## config.mk

```make
export PLATFORM = sky130hd
export DESIGN_NAME = als_error_monitor
export DESIGN_NICKNAME = d
export VERILOG_FILES = /design/src/rtl/als_error_monitor.sv
export SDC_FILE = /design/constraint.sdc
export NUM_CORES = 1
export LEC_CHECK = 0
export CAP_MARGIN = 0
export CORE_UTILIZATION = 30
export CTS_CLUSTER_DIAMETER = 120
export DETAILED_ROUTE_END_ITERATION = 7
export PLACE_DENSITY = 0.56
export RECOVER_POWER = 25
export REMOVE_ABC_BUFFERS = 1
export SETUP_SLACK_MARGIN = 0.1
export SYNTH_ARGS = -nofsm -noshare
export SYNTH_HDL_FRONTEND = slang
export SYNTH_SLANG_ARGS = --single-unit
```

## constraint.sdc

```tcl
create_clock -name clk -period 8 [get_ports clk]
set_clock_uncertainty 0.15 [all_clocks]
set_input_delay 1.6 -clock clk [delete_from_list [all_inputs] [get_ports clk]]
set_output_delay 1.6 -clock clk [all_outputs]
set_load 0.02 [all_outputs]
```

## src/rtl/als_error_monitor.sv

```systemverilog
// als_error_monitor: compares exact vs approximate circuit outputs and
// accumulates error statistics over a run of n_samples sample pairs.
// Optional feature: define ALS_ERROR_MONITOR_HAMMING_EN to build the
// popcount stage and ham_sum accumulator; otherwise ham_sum reads 0.
//
// state   | meaning
// --------+-----------------------------------------------------------
// S_IDLE  | after reset, waiting for start
// S_RUN   | accepting sample pairs until the target count is reached
// S_DRAIN | two cycles letting the two-stage pipeline empty
// S_DONE  | statistics final and held until the next accepted start
module als_error_monitor #(
  parameter int DW    = 32,
  parameter int CH    = 2,
  parameter int CNT_W = 32,
  parameter int ACC_W = 96
) (
  input  logic                clk,
  input  logic                rst,
  input  logic                start,
  input  logic [CNT_W-1:0]    n_samples,
  input  logic                s_valid,
  output logic                s_ready,
  input  logic [CH*DW-1:0]    s_exact,
  input  logic [CH*DW-1:0]    s_approx,
  output logic                busy,
  output logic                done,
  output logic [CNT_W-1:0]    err_count,
  output logic [ACC_W-1:0]    ed_sum,
  output logic [CH*DW-1:0]    ed_max,
  output logic [ACC_W-1:0]    ham_sum,
  output logic                sat
);

  localparam int W  = CH * DW;
  localparam int PW = $clog2(W + 1);

  typedef enum logic [1:0] {S_IDLE, S_RUN, S_DRAIN, S_DONE} state_t;

  state_t           r_state;
  state_t           w_state_nxt;
  logic             w_start_acc;
  logic             w_xfer;
  logic [CNT_W-1:0] r_remaining;
  logic             r_drain_cnt;

  logic             r_p1_valid;
  logic [W-1:0]     r_p1_ed;
  logic             r_p1_mis;
  logic [W-1:0]     w_ed;

  logic [CNT_W-1:0] r_err_count;
  logic [ACC_W-1:0] r_ed_sum;
  logic [W-1:0]     r_ed_max;
  logic             r_sat;
  logic [ACC_W:0]   w_ed_add;
  logic             w_ham_ovf;

  assign w_xfer   = s_valid && s_ready;
  assign w_ed     = (s_exact >= s_approx) ? (s_exact - s_approx) : (s_approx - s_exact);
  assign w_ed_add = {1'b0, r_ed_sum} + (ACC_W + 1)'(r_p1_ed);

  // State register.
  always_ff @(posedge clk) begin
    if (rst) r_state <= S_IDLE;
    else     r_state <= w_state_nxt;
  end

  // Next-state decode and state-derived outputs.
  always_comb begin
    w_state_nxt = r_state;
    w_start_acc = 1'b0;
    s_ready     = 1'b0;
    busy        = 1'b0;
    done        = 1'b0;
    case (r_state)
      S_IDLE, S_DONE: begin
        done = (r_state == S_DONE);
        if (start) begin
          w_start_acc = 1'b1;
          w_state_nxt = (n_samples == '0) ? S_DRAIN : S_RUN;
        end
      end
      S_RUN: begin
        busy    = 1'b1;
        s_ready = (r_remaining != '0);
        if (s_valid && (r_remaining == CNT_W'(1))) w_state_nxt = S_DRAIN;
      end
      S_DRAIN: begin
        busy = 1'b1;
        if (r_drain_cnt == 1'b0) w_state_nxt = S_DONE;
      end
      default: w_state_nxt = S_IDLE;
    endcase
  end

  // Samples still to accept (down-counter, terminal count at 1 on transfer).
  always_ff @(posedge clk) begin
    if (rst)              r_remaining <= '0;
    else if (w_start_acc) r_remaining <= n_samples;
    else if (w_xfer)      r_remaining <= r_remaining - CNT_W'(1);
  end

  // Drain timer: reloads outside DRAIN, counts 1 -> 0 inside it.
  always_ff @(posedge clk) begin
    if (rst)                     r_drain_cnt <= 1'b1;
    else if (r_state == S_DRAIN) r_drain_cnt <= r_drain_cnt - 1'b1;
    else                         r_drain_cnt <= 1'b1;
  end

  // Stage 1: register distance and mismatch of the accepted sample.
  always_ff @(posedge clk) begin
    if (rst) begin
      r_p1_valid <= 1'b0;
      r_p1_ed    <= '0;
      r_p1_mis   <= 1'b0;
    end else begin
      r_p1_valid <= w_xfer;
      r_p1_ed    <= w_ed;
      r_p1_mis   <= (s_exact != s_approx);
    end
  end

  // Stage 2: fold stage-1 results into the run statistics.
  always_ff @(posedge clk) begin
    if (rst || w_start_acc) begin
      r_err_count <= '0;
      r_ed_sum    <= '0;
      r_ed_max    <= '0;
    end else if (r_p1_valid) begin
      r_err_count <= r_err_count + CNT_W'(r_p1_mis);
      r_ed_sum    <= w_ed_add[ACC_W] ? '1 : w_ed_add[ACC_W-1:0];
      if (r_p1_ed > r_ed_max) r_ed_max <= r_p1_ed;
    end
  end

  // Sticky saturation flag, cleared only by reset or an accepted start.
  always_ff @(posedge clk) begin
    if (rst || w_start_acc)                             r_sat <= 1'b0;
    else if (r_p1_valid && (w_ed_add[ACC_W] || w_ham_ovf)) r_sat <= 1'b1;
  end

`ifdef ALS_ERROR_MONITOR_HAMMING_EN
  logic [W-1:0]     w_diff;
  logic [PW-1:0]    w_pop;
  logic [PW-1:0]    r_p1_pop;
  logic [ACC_W-1:0] r_ham_sum;
  logic [ACC_W:0]   w_ham_add;

  assign w_diff    = s_exact ^ s_approx;
  assign w_ham_add = {1'b0, r_ham_sum} + (ACC_W + 1)'(r_p1_pop);
  assign w_ham_ovf = w_ham_add[ACC_W];
  assign ham_sum   = r_ham_sum;

  // Count differing bits of the incoming pair.
  always_comb begin
    w_pop = '0;
    for (int i = 0; i < W; i++) w_pop = w_pop + PW'(w_diff[i]);
  end

  // Stage 1 popcount register.
  always_ff @(posedge clk) begin
    if (rst) r_p1_pop <= '0;
    else     r_p1_pop <= w_pop;
  end

  // Stage 2 saturating Hamming accumulator.
  always_ff @(posedge clk) begin
    if (rst || w_start_acc) r_ham_sum <= '0;
    else if (r_p1_valid)    r_ham_sum <= w_ham_ovf ? '1 : w_ham_add[ACC_W-1:0];
  end
`else
  assign w_ham_ovf = 1'b0;
  assign ham_sum   = '0;
`endif

  assign err_count = r_err_count;
  assign ed_sum    = r_ed_sum;
  assign ed_max    = r_ed_max;
  assign sat       = r_sat;

endmodule
```

Word-level counts from Yosys, hierarchy flattened
Index checks and enable logic that the tools add are counted.
{"block": "classes", "n_addsub": 6, "mul": 0, "div": 0, "magnitude_cmp": 2, "eq_ne": 8, "shifts": 0, "muxes": 14, "bitwise": 1, "reduce_logical": 13}
{"cell": "subtractor 64 bit", "n": 2}
{"cell": "adder 96 x 64 -> 97 bit", "n": 1}
{"cell": "2-to-1 mux 96 bit", "n": 1}
{"cell": "greater-or-equal comparator 64 bit", "n": 1}
{"cell": "> comparator 64 bit", "n": 1}
{"cell": "2-to-1 mux 32 bit", "n": 2}
{"cell": "2-to-1 mux 64 bit", "n": 1}
{"cell": "!= test 64 bit", "n": 1}
{"cell": "adder 32 x 1 -> 32 bit", "n": 1}
{"cell": "== test 32 x 1 -> 1 bit (second input constant)", "n": 1}
{"cell": "logical NOT 32 bit", "n": 1}
{"cell": "nonzero test 32 bit", "n": 1}
{"cell": "subtractor 32 x 1 -> 32 bit (second input constant)", "n": 1}
{"cell": "2-to-1 mux 2 bit", "n": 4}
{"cell": "!= test 2 bit (second input constant)", "n": 3}
{"cell": "case mux 2 bit (3 select lines)", "n": 1}
{"cell": "OR reduction 2 bit", "n": 3}
{"cell": "2-to-1 mux 1 bit", "n": 5}
{"cell": "== test 2 bit (second input constant)", "n": 2}
{"cell": "logical AND 1 bit", "n": 3}
{"cell": "AND reduction 3 bit", "n": 1}
{"cell": "== test 2 x 1 -> 1 bit (second input constant)", "n": 1}
{"cell": "logical NOT 2 bit", "n": 1}
{"cell": "AND reduction 2 bit", "n": 1}
{"cell": "other kinds (4)", "n": 4}
{"block": "word_totals", "reg_bits": 294, "latchBits": 0, "ram_bits": 0, "romBits": 0, "output_inout_bits": 292, "wordCells": 54, "memories": 0}

Logic depth before layout (Yosys ltp)
{"block": "logic_depth", "ltp_word": 5, "mapped_depth": 16}

Least setup slack after synthesis
OpenSTA, ideal clock, no wires.
{"block": "synth_timing", "path_type": "input port to flip-flop", "from": "input s_exact[26]", "to": "register r_p1_ed[59]", "arrival_time_ns": 4.740, "t_required_ns": 7.716, "path_slack_ns": 2.976, "path_stages": 12, "n_path_buf": 1, "path_cell_list": "inv_1 > ha_1 > clkbuf_1 > nand2_1 > or4_1 > nor4_1 > a21oi_1 > o31ai_1 > a21boi_0 > nor2_1 > mux2_2 > or4_1"}
{"block": "synth_between", "elab_chain_len": 2, "elab_cells_between_ends": 4}
{"item": "start, declared", "line": "24", "rtl": "input logic [CH*DW-1:0] s_exact,"}
{"item": "subtractor 64 bit / greater-or-equal comparator 64 bit (equally long branches)", "line": "60", "rtl": "assign w_ed = (s_exact >= s_approx) ? (s_exact - s_approx) : (s_approx - s_exact);"}
{"item": "2-to-1 mux 64 bit (*)", "line": "60"}
{"item": "end signal, assigned", "line": "119", "rtl": "r_p1_ed <= w_ed;"}
{"item": "end, declared", "line": "48", "rtl": "logic [W-1:0] r_p1_ed;"}
Mark *: on every way between the ends. The rest lies on a longest branch, timed or not.
A chain may end at the register's enable or synchronous reset.

Final worst setup path
{"block": "layout_timing", "from": "input s_exact[0]", "to": "register r_p1_ed[32]"}
Same word-level chain as after synthesis.

==> run_results.csv <==
group,metric,value,unit
yosys,yosys_warnings,0,
clocking,path_clk_slew,60,ps
placement,placedInstanceArea,28800,sq um
cells_and_area,finalInstanceArea,30200,sq um
placement,dp_hpwl,72700,microns
clocking,clockBufferDepth,3,
worst_setup_path,cp-end-kind,"flip-flop",
die,die_x,289,microns
sta,period_share,72.7,%
route,dr.pass1.iters,6,
worst_setup_path,crit_fanout,25,
route,routed_wirelength,90200,microns
clocking,htreeDepth,2,
yosys,ys_seq_area_share,23.8,%
die,fp.dieH,289,microns
clocking,hold_buffers,0,
die,die-area,83600,sq um
route,vias,24700,
die,ios,456,
clocking,postCtsSetupBuffers,0,
worst_setup_path,rr_startpoint,"r_p1_ed[0]",
global_routing,grt_first_pass_wirelength,137000,microns
route,ant_nets,0,
yosys,ys_ff_latch,294,
outcome,status,"finished with violations",
worst_setup_path,cp_data_arrival_time,6100,ps
sta,setup_viol,0,
clocking,clock_latency,560,ps
route,viasPerCell,5.30,
clocking,cts_inserted_buffers,39,
yosys,synth-edff-count,0,
sta,worst_pin_slew,2810,ps
global_routing,grt_max_degree,85,
global_routing,grt_antenna_before_repair,3,
yosys,syn_area,24700,sq um
yosys,synth_area_leaders,"dfxtp_1, ha_1, a21oi_1, o21ai_0, nor2_1",
pwr,combPwrFrac,35.5,%
pwr,ir_drop,146,uV
cells_and_area,multi_input_area,16900,sq um
yosys,synth_top_flop_cell,"dfxtp_1",
pwr,p_int,3510,uW
worst_setup_path,crit_top_cell,"a21oi_1",
cells_and_area,syn_to_final_growth,22.2,%
route,wl_per_cell,19.4,microns
outcome,violations,"max-capacitance violations, max-slew violations",
worst_setup_path,worst_path_largest_cell_delay,550,ps
die,placeableCoreArea,81100,sq um
sta,rsz0062_at_grt,"false",
hold_path,hold_path.startpoint,"r_drain_cnt",
clocking,cts_resized,0,
sta,fmax,172,MHz
cells_and_area,nets,3994,
cells_and_area,mostFrequentLayoutCells,"a21oi_1, dfxtp_1, nor2_1",
cells_and_area,regArea,5890,sq um
worst_setup_path,critPathSlowestCell,"dlygate4sd3_1",
sta,slew_headroom,-87.4,%
sta,setup_slack,2180,ps
clocking,cts_tree,"yes",
cells_and_area,final_common_cell,"a21oi_1",
sta,finalSetupTns,0,ps
hold_path,min_path_type,"reg -> reg",
worst_setup_path,cp.required,8280,ps
sta,fin_crit,5820,ps
yosys,async_flop_share,0,%
yosys,avgSynthCellArea,7.46,sq um
worst_setup_path,startpoint_type,"primary input",
pwr,power_frac_clock,33.2,%
sta,hold_violations,0,
worst_setup_path,worst-setup-path-type,"in -> reg",
die,initial_core_util,30.5,%
worst_setup_path,startpoint,"s_exact[0]",
die,rows,104,
sta,slew_viol_final,96,
placement,io_buffers,359,
global_routing,grt_pass1_vias,23400,
yosys,synthCells,3316,
pwr,p_switching,2190,uW
pwr,switching_share,38.5,%
placement,place_congestion,0.928,
clocking,clock-sinks,294,
global_routing,grtUsageTotal,20.9,%
pwr,powerDensity,189,nW/um^2
route,drc,0,
worst_setup_path,crit_chain,"dlygate4sd3_1, inv_1, ha_1, fa_1, nor2b_1, o31a_1, o211ai_1, a21oi_1, o21bai_1, a21o_1, nand2_2, buf_4, a21oi_1, a221oi_1, mux2_2",
cells_and_area,drive_gt1_share,3.56,%
flow_run,cap_violations,2,
yosys,ys_types,80,
pwr,p_leak,0.0125,uW
yosys,yosysTopAreaCell,"dfxtp_1",
yosys,synth.top_cell.area_share,23.8,%
cells_and_area,n_fill_cell,8541,
worst_setup_path,regToRegSetupSlack,3060,ps
route,drt_iter0_drc,1868,
placement,dp_slack,1750,ps
clocking,cts-root-buf,"clkbuf_16",
pwr,seqPwrFrac,31.3,%
global_routing,grt-ovfl-total,0,
==> cell usage after synthesis (9+ instances only) <==
master	number
a2111oi_0	11
o21ai_0	267
a211oi_1	29
nand2_1	209
mux2_2	12
o31ai_1	78
nand3_1	128
nor2_1	281
nor2b_1	20
dfxtp_1	294
and3_1	25
nand2b_1	23
o221ai_1	9
inv_1	247
a21oi_1	366
a21boi_0	10
o21bai_1	30
and2_1	20
xnor2_1	90
a221oi_1	13
a21o_1	78
xor2_1	77
a311oi_1	9
nor3_1	52
o21a_1	37
buf_1	12
clkbuf_1	138
buf_4	97
ha_1	262
mux2i_1	41
or3_1	25
nor4_1	32
o211ai_1	15
nand4_1	91
or4_1	12
a31oi_1	41
and4_1	12
or2_2	9
buf_2	18
==> path summary, 6_finish.rpt <==
kind / to / cells after the start
hold reg to reg: r_drain_cnt / 1
setup reg to reg: ed_sum[54] / 14
hold / removal: r_drain_cnt / 1
setup / recovery: r_p1_ed[32] / 15
==> layout make-up <==
cell class | count | area share (%)
repair buffers | 379 | 12.4
well taps | 1060 | 4.39
flip-flops and latches | 294 | 19.5
inverters | 247 | 3.07
clock buffers | 51 | 3.69
multi-input cells | 2604 | 56.0
clock inverters | 21 | 0.903
diodes | 3 | 0.0248
==> critical path: cells and delay by family <==
| family | cells | cell delay, ps |
|---|---|---|
| fa+ha+maj | 2 | 590 |
| simple gates | 2 | 700 |
| compound gates | 7 | 1740 |
| mux | 1 | 380 |
| buf+inv | 3 | 1060 |
==> kinds of logic after synthesis <==
| group | count (synthesis) | share of synthesized area (%) |
|---|---|---|
| buf+inv | 513 | 9.36 |
| fa+ha+maj | 265 | 13.5 |
| flops | 294 | 23.8 |
| simple gates | 964 | 19.0 |
| compound gates | 1059 | 26.2 |
| other cells | 1 | 0.0152 |
| xor+xnor | 167 | 5.92 |
| mux | 53 | 2.21 |
==> power groups by stage <==
stage / combinational (uW) / sequential (uW) / clock [uW]
2_1_floorplan: 1310 / 1770 / 0
3_3_place_gp: 2000 / 1820 / 0
3_5_place_dp: 2010 / 1810 / 0
4_1_cts: 2020 / 1780 / 1960
5_1_grt: 2230 / 1800 / 2000
6_report: 2020 / 1780 / 1900
==> metal layers <==
layer  wire, microns  GRT usage, %  vias up
met1           41400          28.2    11600
met5               0             0        -
met4            2570          6.14        0
met2           41400          34.4      751
li1                -             -    12300
met3            4860          2.87      146
==> through the flow <==
| step | cells | utilization [%] | hold slack [ps] | power [uW] |
|---|---|---|---|---|
| floorplan | 3145 | - | 218 | 3080 |
| CTS | 4656 | 37.3 | 250 | 5760 |
| global placement | 4584 | 35.6 | 235 | 3820 |
| finish | 4659 | 37.3 | 249 | 5700 |
| detailed placement | 4584 | 35.6 | 235 | 3820 |
| global route | 4659 | 37.3 | 288 | 6040 |
==> sequential cells by signal (all words and copies together), names as in the netlist <==
signal and cells:
ed_max 64, ed_sum 96, err_count 32, r_drain_cnt 1
r_p1_ed 64, r_p1_mis 1, r_p1_valid 1, r_remaining 32
r_state 2, sat 1
Note: power is estimated with default switching activity, not from simulation.
